**config.mk**
```make
export PLATFORM = sky130hd
export DESIGN_NAME = ibex_dbus_arbiter
export DESIGN_NICKNAME = d
export VERILOG_FILES = /design/src/rtl/ibex_pkg.sv /design/src/rtl/ibex_dbus_id_fifo.sv /design/src/rtl/ibex_dbus_arbiter.sv
export SDC_FILE = /design/constraint.sdc
export NUM_CORES = 1
export LEC_CHECK = 0
export ABC_AREA = 1
export BUFFER_PORTS_ARGS = -buffer_cell sky130_fd_sc_hd__buf_2
export CAP_MARGIN = 20
export CORE_AREA = 4 4 110 112
export DETAILED_ROUTE_END_ITERATION = 10
export DIE_AREA = 0 0 114 116
export PLACE_DENSITY = 0.53
export SYNTH_ARGS = -nofsm -noshare
export SYNTH_HDL_FRONTEND = slang
export SYNTH_SLANG_ARGS = --single-unit
```
**constraint.sdc**
```tcl
create_clock -name clk_i -period 1.6 [get_ports clk_i]
set_input_delay 0.08 -clock clk_i [delete_from_list [all_inputs] [get_ports clk_i]]
set_output_delay 0.08 -clock clk_i [all_outputs]
set_load 0.05 [all_outputs]
```
**src/rtl/ibex_pkg.sv**
```systemverilog
// Shared constants and types for the data-bus arbiter slice.
package ibex_pkg;

  localparam int unsigned DbusNumHosts = 2;

  typedef enum logic {
    DbusHostCore = 1'b0,
    DbusHostAux  = 1'b1
  } dbus_host_e;

endpackage

```
**src/rtl/ibex_dbus_id_fifo.sv**
```systemverilog
// In-order FIFO of 1-bit host IDs for transactions granted downstream but not yet answered.
module ibex_dbus_id_fifo #(
  parameter int unsigned Depth = 2,
  localparam int unsigned PtrW = (Depth > 1) ? $clog2(Depth) : 1,
  localparam int unsigned CntW = $clog2(Depth + 1)
) (
  input  logic            clk_i,
  input  logic            rst_ni,
  input  logic            push_i,
  input  logic            push_data_i,
  input  logic            pop_i,
  output logic            head_o,
  output logic [CntW-1:0] count_o
);

  logic [Depth-1:0] mem_q, mem_d;
  logic [PtrW-1:0]  wr_ptr_q, wr_ptr_d;
  logic [PtrW-1:0]  rd_ptr_q, rd_ptr_d;
  logic [CntW-1:0]  cnt_q, cnt_d;

  // Pointers wrap explicitly so non-power-of-two depths stay correct.
  always_comb begin
    mem_d    = mem_q;
    wr_ptr_d = wr_ptr_q;
    rd_ptr_d = rd_ptr_q;
    cnt_d    = cnt_q;
    if (push_i) begin
      mem_d[wr_ptr_q] = push_data_i;
      wr_ptr_d = (wr_ptr_q == PtrW'(Depth - 1)) ? '0 : wr_ptr_q + PtrW'(1);
    end
    if (pop_i) begin
      rd_ptr_d = (rd_ptr_q == PtrW'(Depth - 1)) ? '0 : rd_ptr_q + PtrW'(1);
    end
    case ({push_i, pop_i})
      2'b10:   cnt_d = cnt_q + CntW'(1);
      2'b01:   cnt_d = cnt_q - CntW'(1);
      default: cnt_d = cnt_q;
    endcase
  end

  always_ff @(posedge clk_i or negedge rst_ni) begin
    if (!rst_ni) begin
      mem_q    <= '0;
      wr_ptr_q <= '0;
      rd_ptr_q <= '0;
      cnt_q    <= '0;
    end else begin
      mem_q    <= mem_d;
      wr_ptr_q <= wr_ptr_d;
      rd_ptr_q <= rd_ptr_d;
      cnt_q    <= cnt_d;
    end
  end

  assign head_o  = mem_q[rd_ptr_q];
  assign count_o = cnt_q;

  a_no_overflow : assert property (@(posedge clk_i) disable iff (!rst_ni)
    !(push_i && !pop_i && (cnt_q == CntW'(Depth))));

  a_no_underflow : assert property (@(posedge clk_i) disable iff (!rst_ni)
    !(pop_i && (cnt_q == '0)));

endmodule

```
**src/rtl/ibex_dbus_arbiter.sv**
```systemverilog
// Two-host round-robin arbiter onto a single data bus with zero-cycle request, grant and response paths.
module ibex_dbus_arbiter
  import ibex_pkg::*;
#(
  parameter int unsigned MemDataWidth   = 32,
  parameter int unsigned MaxOutstanding = 2
) (
  input  logic                         clk_i,
  input  logic                         rst_ni,
  input  logic [1:0]                   host_req_i,
  output logic [1:0]                   host_gnt_o,
  output logic [1:0]                   host_rvalid_o,
  output logic [1:0]                   host_err_o,
  input  logic [1:0][31:0]             host_addr_i,
  input  logic [1:0]                   host_we_i,
  input  logic [1:0][3:0]              host_be_i,
  input  logic [1:0][MemDataWidth-1:0] host_wdata_i,
  output logic [MemDataWidth-1:0]      host_rdata_o,
  output logic                         data_req_o,
  input  logic                         data_gnt_i,
  input  logic                         data_rvalid_i,
  input  logic                         data_err_i,
  output logic [31:0]                  data_addr_o,
  output logic                         data_we_o,
  output logic [3:0]                   data_be_o,
  output logic [MemDataWidth-1:0]      data_wdata_o,
  input  logic [MemDataWidth-1:0]      data_rdata_i,
  output logic                         busy_o
);

  localparam int unsigned CntW = $clog2(MaxOutstanding + 1);

  dbus_host_e      prio_q, prio_d;
  dbus_host_e      lock_id_q, lock_id_d;
  logic            lock_q, lock_d;
  dbus_host_e      winner, sel;
  logic [CntW-1:0] cnt;
  logic            push, pop, head_id, resp_valid;

  // A pending ungranted request pins the winner so the address phase cannot change under it.
  always_comb begin
    winner = DbusHostCore;
    if (lock_q && host_req_i[lock_id_q]) begin
      winner = lock_id_q;
    end else if (&host_req_i) begin
      winner = prio_q;
    end else if (host_req_i[DbusHostAux]) begin
      winner = DbusHostAux;
    end
  end

  assign data_req_o = (|host_req_i) && (cnt < CntW'(MaxOutstanding));
  assign sel        = data_req_o ? winner : DbusHostCore;

  assign data_addr_o  = host_addr_i[sel];
  assign data_we_o    = host_we_i[sel];
  assign data_be_o    = host_be_i[sel];
  assign data_wdata_o = host_wdata_i[sel];

  assign push       = data_req_o && data_gnt_i;
  assign resp_valid = data_rvalid_i && (cnt != '0);
  assign pop        = resp_valid;

  always_comb begin
    host_gnt_o            = '0;
    host_gnt_o[winner]    = push;
    host_rvalid_o         = '0;
    host_rvalid_o[head_id] = resp_valid;
    host_err_o            = '0;
    host_err_o[head_id]   = resp_valid && data_err_i;
  end

  assign host_rdata_o = data_rdata_i;
  assign busy_o       = (cnt != '0);

  always_comb begin
    prio_d    = prio_q;
    lock_d    = data_req_o && !data_gnt_i;
    lock_id_d = lock_d ? winner : lock_id_q;
    if (push) begin
      prio_d = (winner == DbusHostCore) ? DbusHostAux : DbusHostCore;
    end
  end

  always_ff @(posedge clk_i or negedge rst_ni) begin
    if (!rst_ni) begin
      prio_q    <= DbusHostCore;
      lock_q    <= 1'b0;
      lock_id_q <= DbusHostCore;
    end else begin
      prio_q    <= prio_d;
      lock_q    <= lock_d;
      lock_id_q <= lock_id_d;
    end
  end

  ibex_dbus_id_fifo #(
    .Depth (MaxOutstanding)
  ) u_id_fifo (
    .clk_i       (clk_i),
    .rst_ni      (rst_ni),
    .push_i      (push),
    .push_data_i (winner),
    .pop_i       (pop),
    .head_o      (head_id),
    .count_o     (cnt)
  );

  // A stray response with nothing outstanding is dropped and reported, not treated as fatal.
  a_rvalid_not_empty : assert property (@(posedge clk_i) disable iff (!rst_ni)
    !(data_rvalid_i && (cnt == '0)))
    else $warning("data_rvalid_i with no outstanding transaction ignored");

  a_addr_phase_stable : assert property (@(posedge clk_i) disable iff (!rst_ni)
    (data_req_o && !data_gnt_i) |=>
      ($stable(data_addr_o) && $stable(data_we_o) && $stable(data_be_o)));

endmodule

```
==> results by group, run 1 <==
Run status
  – Status: finished, violations left
  – Failing checks: negative setup slack

Final layout
  – Storage element area: 225.2 um2
  – ANT cells: 0
  – Share of layout cells above drive strength 1: 0.5328
  – Fillers: 1202
  – Area growth, synth to finish: 103.9%
  – Fin nets: between 600 and 700
  – Final core utilization: 0.3317
  – Multi-input gate area: 0.001282 mm2

Die
  – Core Region: 0.01122 mm2
  – Die W: 114 um
  – Chip height: 116 um
  – Row cnt: 39
  – Starting density of the core: 0.1627
  – Die area: 0.01322 mm2
  – IO Count: 286

Pwr
  – LEAKAGE: 2.131 nW
  – Clock power share: 0.067
  – Comb power frac: 0.870
  – Net switching power: 3.911 mW
  – Pwr dens: 1771 mW/mm2
  – Sw frac: 0.5931
  – Cell Int Power: 2.683 mW
  – Reg power frac: 0.063
  – Worst IR Drop VDD: 0.0009348 V

Clocking
  – Clock Path Buffers: 2
  – Cts bufs inserted: 3
  – Reg clk slew, reported paths: 40 ps
  – Skew-Pair Late Insertion Delay: 230 ps
  – CTS H-tree depth: 1
  – Root buffer cell: clkbuf_16
  – CTS tree: yes
  – CTS sink cnt: 9

Worst setup path
  – Arrival @ worst endpoint: about 1600 ps
  – Crit-path max FO: 21
  – CP endpoint kind: primary output
  – CP startpoint kind: flip-flop
  – Critical R2R Launch: u_id_fifo.count_o[1]
  – CP Class: flip-flop to primary output
  – Crit path from: lock_q
  – Required time worst endpoint: 1520 ps

Synthesis
  – Asr flop ratio synth: 1.000
  – Post-synth top cells: 157 x nand2_1, 69 x nand4_1, 33 x buf_4, 13 x inv_1
  – Syn Inst Count: 336
  – Mapped Area: roughly 0.0018 mm2
  – Synthesized Nets: 514
  – Avg Synthesized Cell Area: 5.433 um2
  – Post-synth top area cell: nand2_1
  – Most frequent cell after synthesis: nand2_1
  – Sequential area share after synthesis: 0.1234
  – Synth area leaders: nand2_1 32%, nand4_1 24%, buf_4 14%, dfrtp_1 12%, inv_1 2.7%
  – Synth cell types: 18
  – Yosys warning count: 0
  – Yosys reg bits: 9
  – Post-synth top area share: 0.3228
  – Number of flops mapped to enable cells by yosys: 0
  – Ys flop type: dfrtp_1

Global route
  – Largest net degree at the start of global routing: 42
  – Global-route wire length before repair: 13840 um
  – Initial antenna violation count: 0
  – Vias in the first global route: 2772
  – Total global-route track usage: 0.1289
  – Gr ovfl total: 0

Flow run
  – Maxcap violations: 0

Timing
  – Period utilization: 1.066
  – Max transition margin: 0.7710
  – Skew final: 0.8643 ps
  – Post-route worst setup slack: -105.4 ps
  – Fin crit period: 1705 ps
  – Final setup vio count: 60
  – Fmax: roughly 600 MHz
  – Worst Tran Pin Value: 343.5 ps
  – Sum Neg Setup Slack: -1380 ps
  – Slew Viols, Final: 0
  – Hold Violations, Final: 0
  – RSZ-0062 raised after global routing: yes

Hold path
  – Tightest Hold Check Type: input pin to flip-flop
  – Hold Path Origin: data_gnt_i

Placed design
  – Final HPWL DP: around 7000 um
  – GP Congestion: 0.8305
  – Input/output buffers: 221
  – DP Worst Slack: about 80 ps

Route
  – Initial DRC count: 181
  – DRC Markers: 0
  – Routed Antenna Nets: 0
  – Routed len/inst: 15.34 um
  – Vias: ~3000
  – Iteration count of the initial detailed-routing pass: 4
  – Drt via density: 4.522
  – Final wirelength: 10140 um
-- layout make-up --
class                   instances  area share
flip-flops and latches          9     0.06050
clock buffers                   3     0.02017
repair buffers                240      0.5116
well taps                     143     0.04807
inverters                      13     0.01378
multi-input cells             252      0.3445
clock inverters                 1    0.001345
-- through the flow --
| step | power [mW] | hold WS (ps) | cells | instance area [um2] |
|---|---|---|---|---|
| 5_1_grt | 6.969 | 75.46 | 661 | 3722 |
| 6_report | 6.594 | 60.95 | 661 | 3722 |
| 3_5_place_dp | 5.040 | -50.38 | 648 | 2999 |
| 3_3_place_gp | 4.993 | -54.65 | 648 | 2999 |
| 2_1_floorplan | 3.958 | -215.6 | 336 | 1864 |
| 4_1_cts | 6.382 | 51.60 | 655 | 3576 |
-- power groups by stage --
| stage | logic, mW | registers (mW) | clock network, mW |
|---|---|---|---|
| 6_report | 5.74 | 0.415 | 0.440 |
| 5_1_grt | 6.08 | 0.431 | 0.458 |
| 4_1_cts | 5.53 | 0.408 | 0.447 |
| 3_5_place_dp | 4.64 | 0.401 | 0 |
| 3_3_place_gp | 4.59 | 0.400 | 0 |
| 2_1_floorplan | 3.57 | 0.386 | 0 |
-- critical path: stages (launching register included) --
cell and delay (ps):
dfrtp_1 400, inv_1 80, nand2_2 60, nand3_4 140, buf_12 170, nand4_1 200
nand2_1 190, buf_12 150
-- registers in the layout, summed over array words and instances (netlist names) --
| register | cells |
|---|---|
| lock_id_q | 1 |
| lock_q | 1 |
| prio_q | 1 |
| u_id_fifo.count_o | 2 |
| u_id_fifo.mem_q | 2 |
| u_id_fifo.rd_ptr_q | 1 |
| u_id_fifo.wr_ptr_q | 1 |
-- cell usage in the layout (no fill, tap or decap), drive strengths merged, types with 3 or more instances in the layout --
master    n
inv      13
nand3     3
dfrtp     9
xor2      3
o21ai     3
nor2     11
buf     236
clkbuf    6
nand2   157
nand4    69
-- worst paths after layout --
check	slack, ps	end	cells after the start
max	-110	data_wdata_o[15]	7
min	60	lock_q	2
max reg2reg	100	u_id_fifo.count_o[1]	8
min reg2reg	510	u_id_fifo.mem_q[0]	2
max in group asynchronous	1180	lock_q	2
min in group asynchronous	230	u_id_fifo.mem_q[0]	2
-- layer usage --
metal  up-vias  GRT usage  part of all wire
li1       1454          -                 -
met1      1375     0.1554              0.39
met2       142     0.2283              0.50
met3        18    0.03864             0.096
met4         0    0.02454             0.012
met5         -          0                 0
-- kinds of logic after synthesis --
group | share of synthesized area
buf+inv | 0.2324
simple gates | 0.6073
compound gates | 0.01096
fa+ha+maj | 0.006853
flops | 0.1234
xor+xnor | 0.01919
-- timing repair --
action                                 CTS  global route
gates cloned                             2             4
endpoints found under the hold margin    9             0
gates resized for setup                136            21
pin swaps                                0             6
hold buffers                             1             0
setup endpoints to repair               70            71
buffers inserted                         0             2
No activity file was read; power rests on OpenSTA's default activity.
==> inputs of run 2 (changes only) <==
--- a/config.mk
+++ b/config.mk
@@ -9,9 +9,10 @@
 export BUFFER_PORTS_ARGS = -buffer_cell sky130_fd_sc_hd__buf_2
 export CAP_MARGIN = 20
 export CORE_AREA = 4 4 110 112
+export CTS_BUF_LIST = sky130_fd_sc_hd__clkbuf_16
 export DETAILED_ROUTE_END_ITERATION = 10
 export DIE_AREA = 0 0 114 116
-export PLACE_DENSITY = 0.53
+export PLACE_DENSITY = 0.6
 export SYNTH_ARGS = -nofsm -noshare
 export SYNTH_HDL_FRONTEND = slang
 export SYNTH_SLANG_ARGS = --single-unit
==> run 2 against run 1 <==
The run still ends with negative setup slack left; die area did not move; non-clock buffer count rose by 4; global-route usage fell by 1.7 points; setup slack improved by 84 ps; first-iteration DRC count fell by 14%; via count fell by 1.1%; worst hold slack got worse by 1.5 ps; sequential share of layout area fell by 0.10 points; critical path depth rose by 1; critical path type unchanged; largest cell class unchanged.
==> results by group, run 2 (same netlist as run 1, synthesis figures left out) <==
Route
  – Iteration count of the initial detailed-routing pass: 4
  – Drt via density: 4.445
  – Initial DRC count: 155
  – Vias: a little under 3000
  – Routed len/inst: 14.62 um
  – DRC Markers: 0
  – Routed Antenna Nets: 0
  – Final wirelength: 9719 um

Placed design
  – GP Congestion: 0.7830
  – Input/output buffers: around 220
  – Final HPWL DP: approximately 6300 um

Die
  – Core Region: approximately 0.011 mm2
  – Die area: approximately 0.013 mm2
  – Die W: between 100 and 150 um
  – IO Count: 286
  – Row cnt: 39
  – Chip height: between 100 and 150 um
  – Starting density of the core: 0.1627

Clocking
  – Root buffer cell: clkbuf_16
  – Skew-Pair Late Insertion Delay: between 200 and 250 ps
  – Cts bufs inserted: 3
  – Reg clk slew, reported paths: 40 ps
  – CTS sink cnt: 9
  – CTS tree: yes
  – Clock Path Buffers: 2
  – CTS H-tree depth: 1

Final layout
  – Storage element area: 225.2 um2
  – Commonest non-fill, non-tap cell in the layout: buf_2
  – Multi-input gate area: 0.001280 mm2
  – Share of layout cells above drive strength 1: 0.5268
  – Commonest non-fill, non-tap cells in the layout: 150 x buf_2, 136 x nand2_1, 69 x nand4_1, 62 x buf_6, 18 x nand2_2
  – Fillers: ~1200
  – Area growth, synth to finish: 107.4%
  – ANT cells: 0
  – Fin nets: 701

Worst setup path
  – Required time worst endpoint: 1520 ps
  – Arrival @ worst endpoint: 1540 ps
  – CP endpoint kind: primary output
  – CP Class: flip-flop to primary output
  – Critical path's slowest cell: dfrtp_1
  – Crit-path max FO: 9
  – CP startpoint kind: flip-flop
  – Max stage delay on crit path: 390 ps
  – Worst-path cell chain: nand2_2 > nand3_4 > nand3_4 > buf_12 > clkbuf_16 > nand2_1 > nand2_1 > buf_6

Global route
  – Global-route wire length before repair: 12610 um
  – Largest net degree at the start of global routing: 42
  – Vias in the first global route: 2660
  – Initial antenna violation count: 0
  – Total global-route track usage: 0.1121
  – Gr ovfl total: 0

Hold path
  – Tightest Hold Check Type: input pin to flip-flop

Timing
  – Hold Violations, Final: 0
  – Smallest hold slack: 59.43 ps
  – Worst Tran Pin Value: approximately 420 ps
  – RSZ-0062 raised after global routing: yes
  – Skew final: approximately 0.57 ps
  – Fmax: 616.9 MHz
  – Post-route worst setup slack: -20.90 ps
  – Final setup vio count: 19
  – Fin crit period: 1621 ps
  – Period utilization: 1.013
  – Slew Viols, Final: 0
  – Max transition margin: 0.7185

Pwr
  – Tot Pwr: 6.619 mW
  – Worst IR Drop VDD: between 0.0008 and 0.0009 V
  – LEAKAGE: about 2.2 nW
  – Pwr dens: 1748 mW/mm2

Flow run
  – Maxcap violations: 0

Run status
  – Status: finished, violations left
  – Failing checks: negative setup slack
## run 2: cell types whose count changed in the layout (fill, tap and decap cells not counted), sizes merged
cell	before	now
clkbuf	6	10
clkinv	1	0
inv	13	14
## run 2: layout make-up
cell class / count / share of cell area
well taps: 143 / 0.04726
inverters: 13 / 0.01355
repair buffers: 244 / 0.5208
clock buffers: 3 / 0.01983
flip-flops and latches: 9 / 0.05948
clock inverters: 1 / 0.0009914
multi-input cells: 252 / 0.3381
## run 2: worst paths after layout
kind / cells past startpoint / startpoint / end / slack, ps
hold reg to reg: 2 / u_id_fifo.mem_q[0] / u_id_fifo.mem_q[0] / 500
hold / removal: 2 / data_gnt_i / lock_q / 60
min in group asynchronous: 2 / rst_ni / u_id_fifo.rd_ptr_q / 220
setup reg to reg: 8 / u_id_fifo.count_o[0] / u_id_fifo.count_o[1] / 120
max in group asynchronous: 2 / rst_ni / u_id_fifo.wr_ptr_q / 1210
setup / recovery: 8 / lock_q / data_wdata_o[9] / -20
## run 2: layer usage
layer | global-route usage | routed length [um] | vias up
li1 | - | - | 1465
met3 | 0.02037 | 882 | 16
met2 | 0.2104 | 4948 | 149
met1 | 0.1357 | 3758 | 1326
met4 | 0.01584 | 129 | 0
met5 | 0 | 0 | -
## run 2: per-stage QoR
step,instances,setup slack [ps],cell area (um2),utilization,setup TNS [ps]
final,665,-20.90,3786,0.3373,-162.3
after global routing,665,-119.4,3786,0.3373,-6631
after CTS,655,-16.41,3440,0.3065,-97.43
after detailed placement,649,112.8,2929,0.2610,0
after global placement,649,125.8,2929,0.2610,0
after floorplan,336,21.73,1864,-,0
## run 2: report_power, final
group	internal (mW)	leakage, nW	switching (mW)
clock	0.326	0.0423	0.104
sequential	0.339	0.108	0.0724
combinational	2.09	2.02	3.69
total	2.76	2.17	3.86
## run 2: worst max-delay path: cells and delay by family (launching register included)
family / cells / cell delay, ps
DFF: 1 / 390
buffers and inverters: 3 / 490
and+or+nand+nor: 5 / 430
## run 2: what timing repair did
| action | in CTS | in global routing |
|---|---|---|
| gates resized for setup | 128 | 46 |
| hold buffers | 1 | 0 |
| cloned | 1 | 7 |
| buffers inserted | 0 | 3 |
| endpoints found under the hold margin | 9 | 0 |
| pin swaps | 1 | 11 |
| setup endpoints to repair | 70 | 72 |
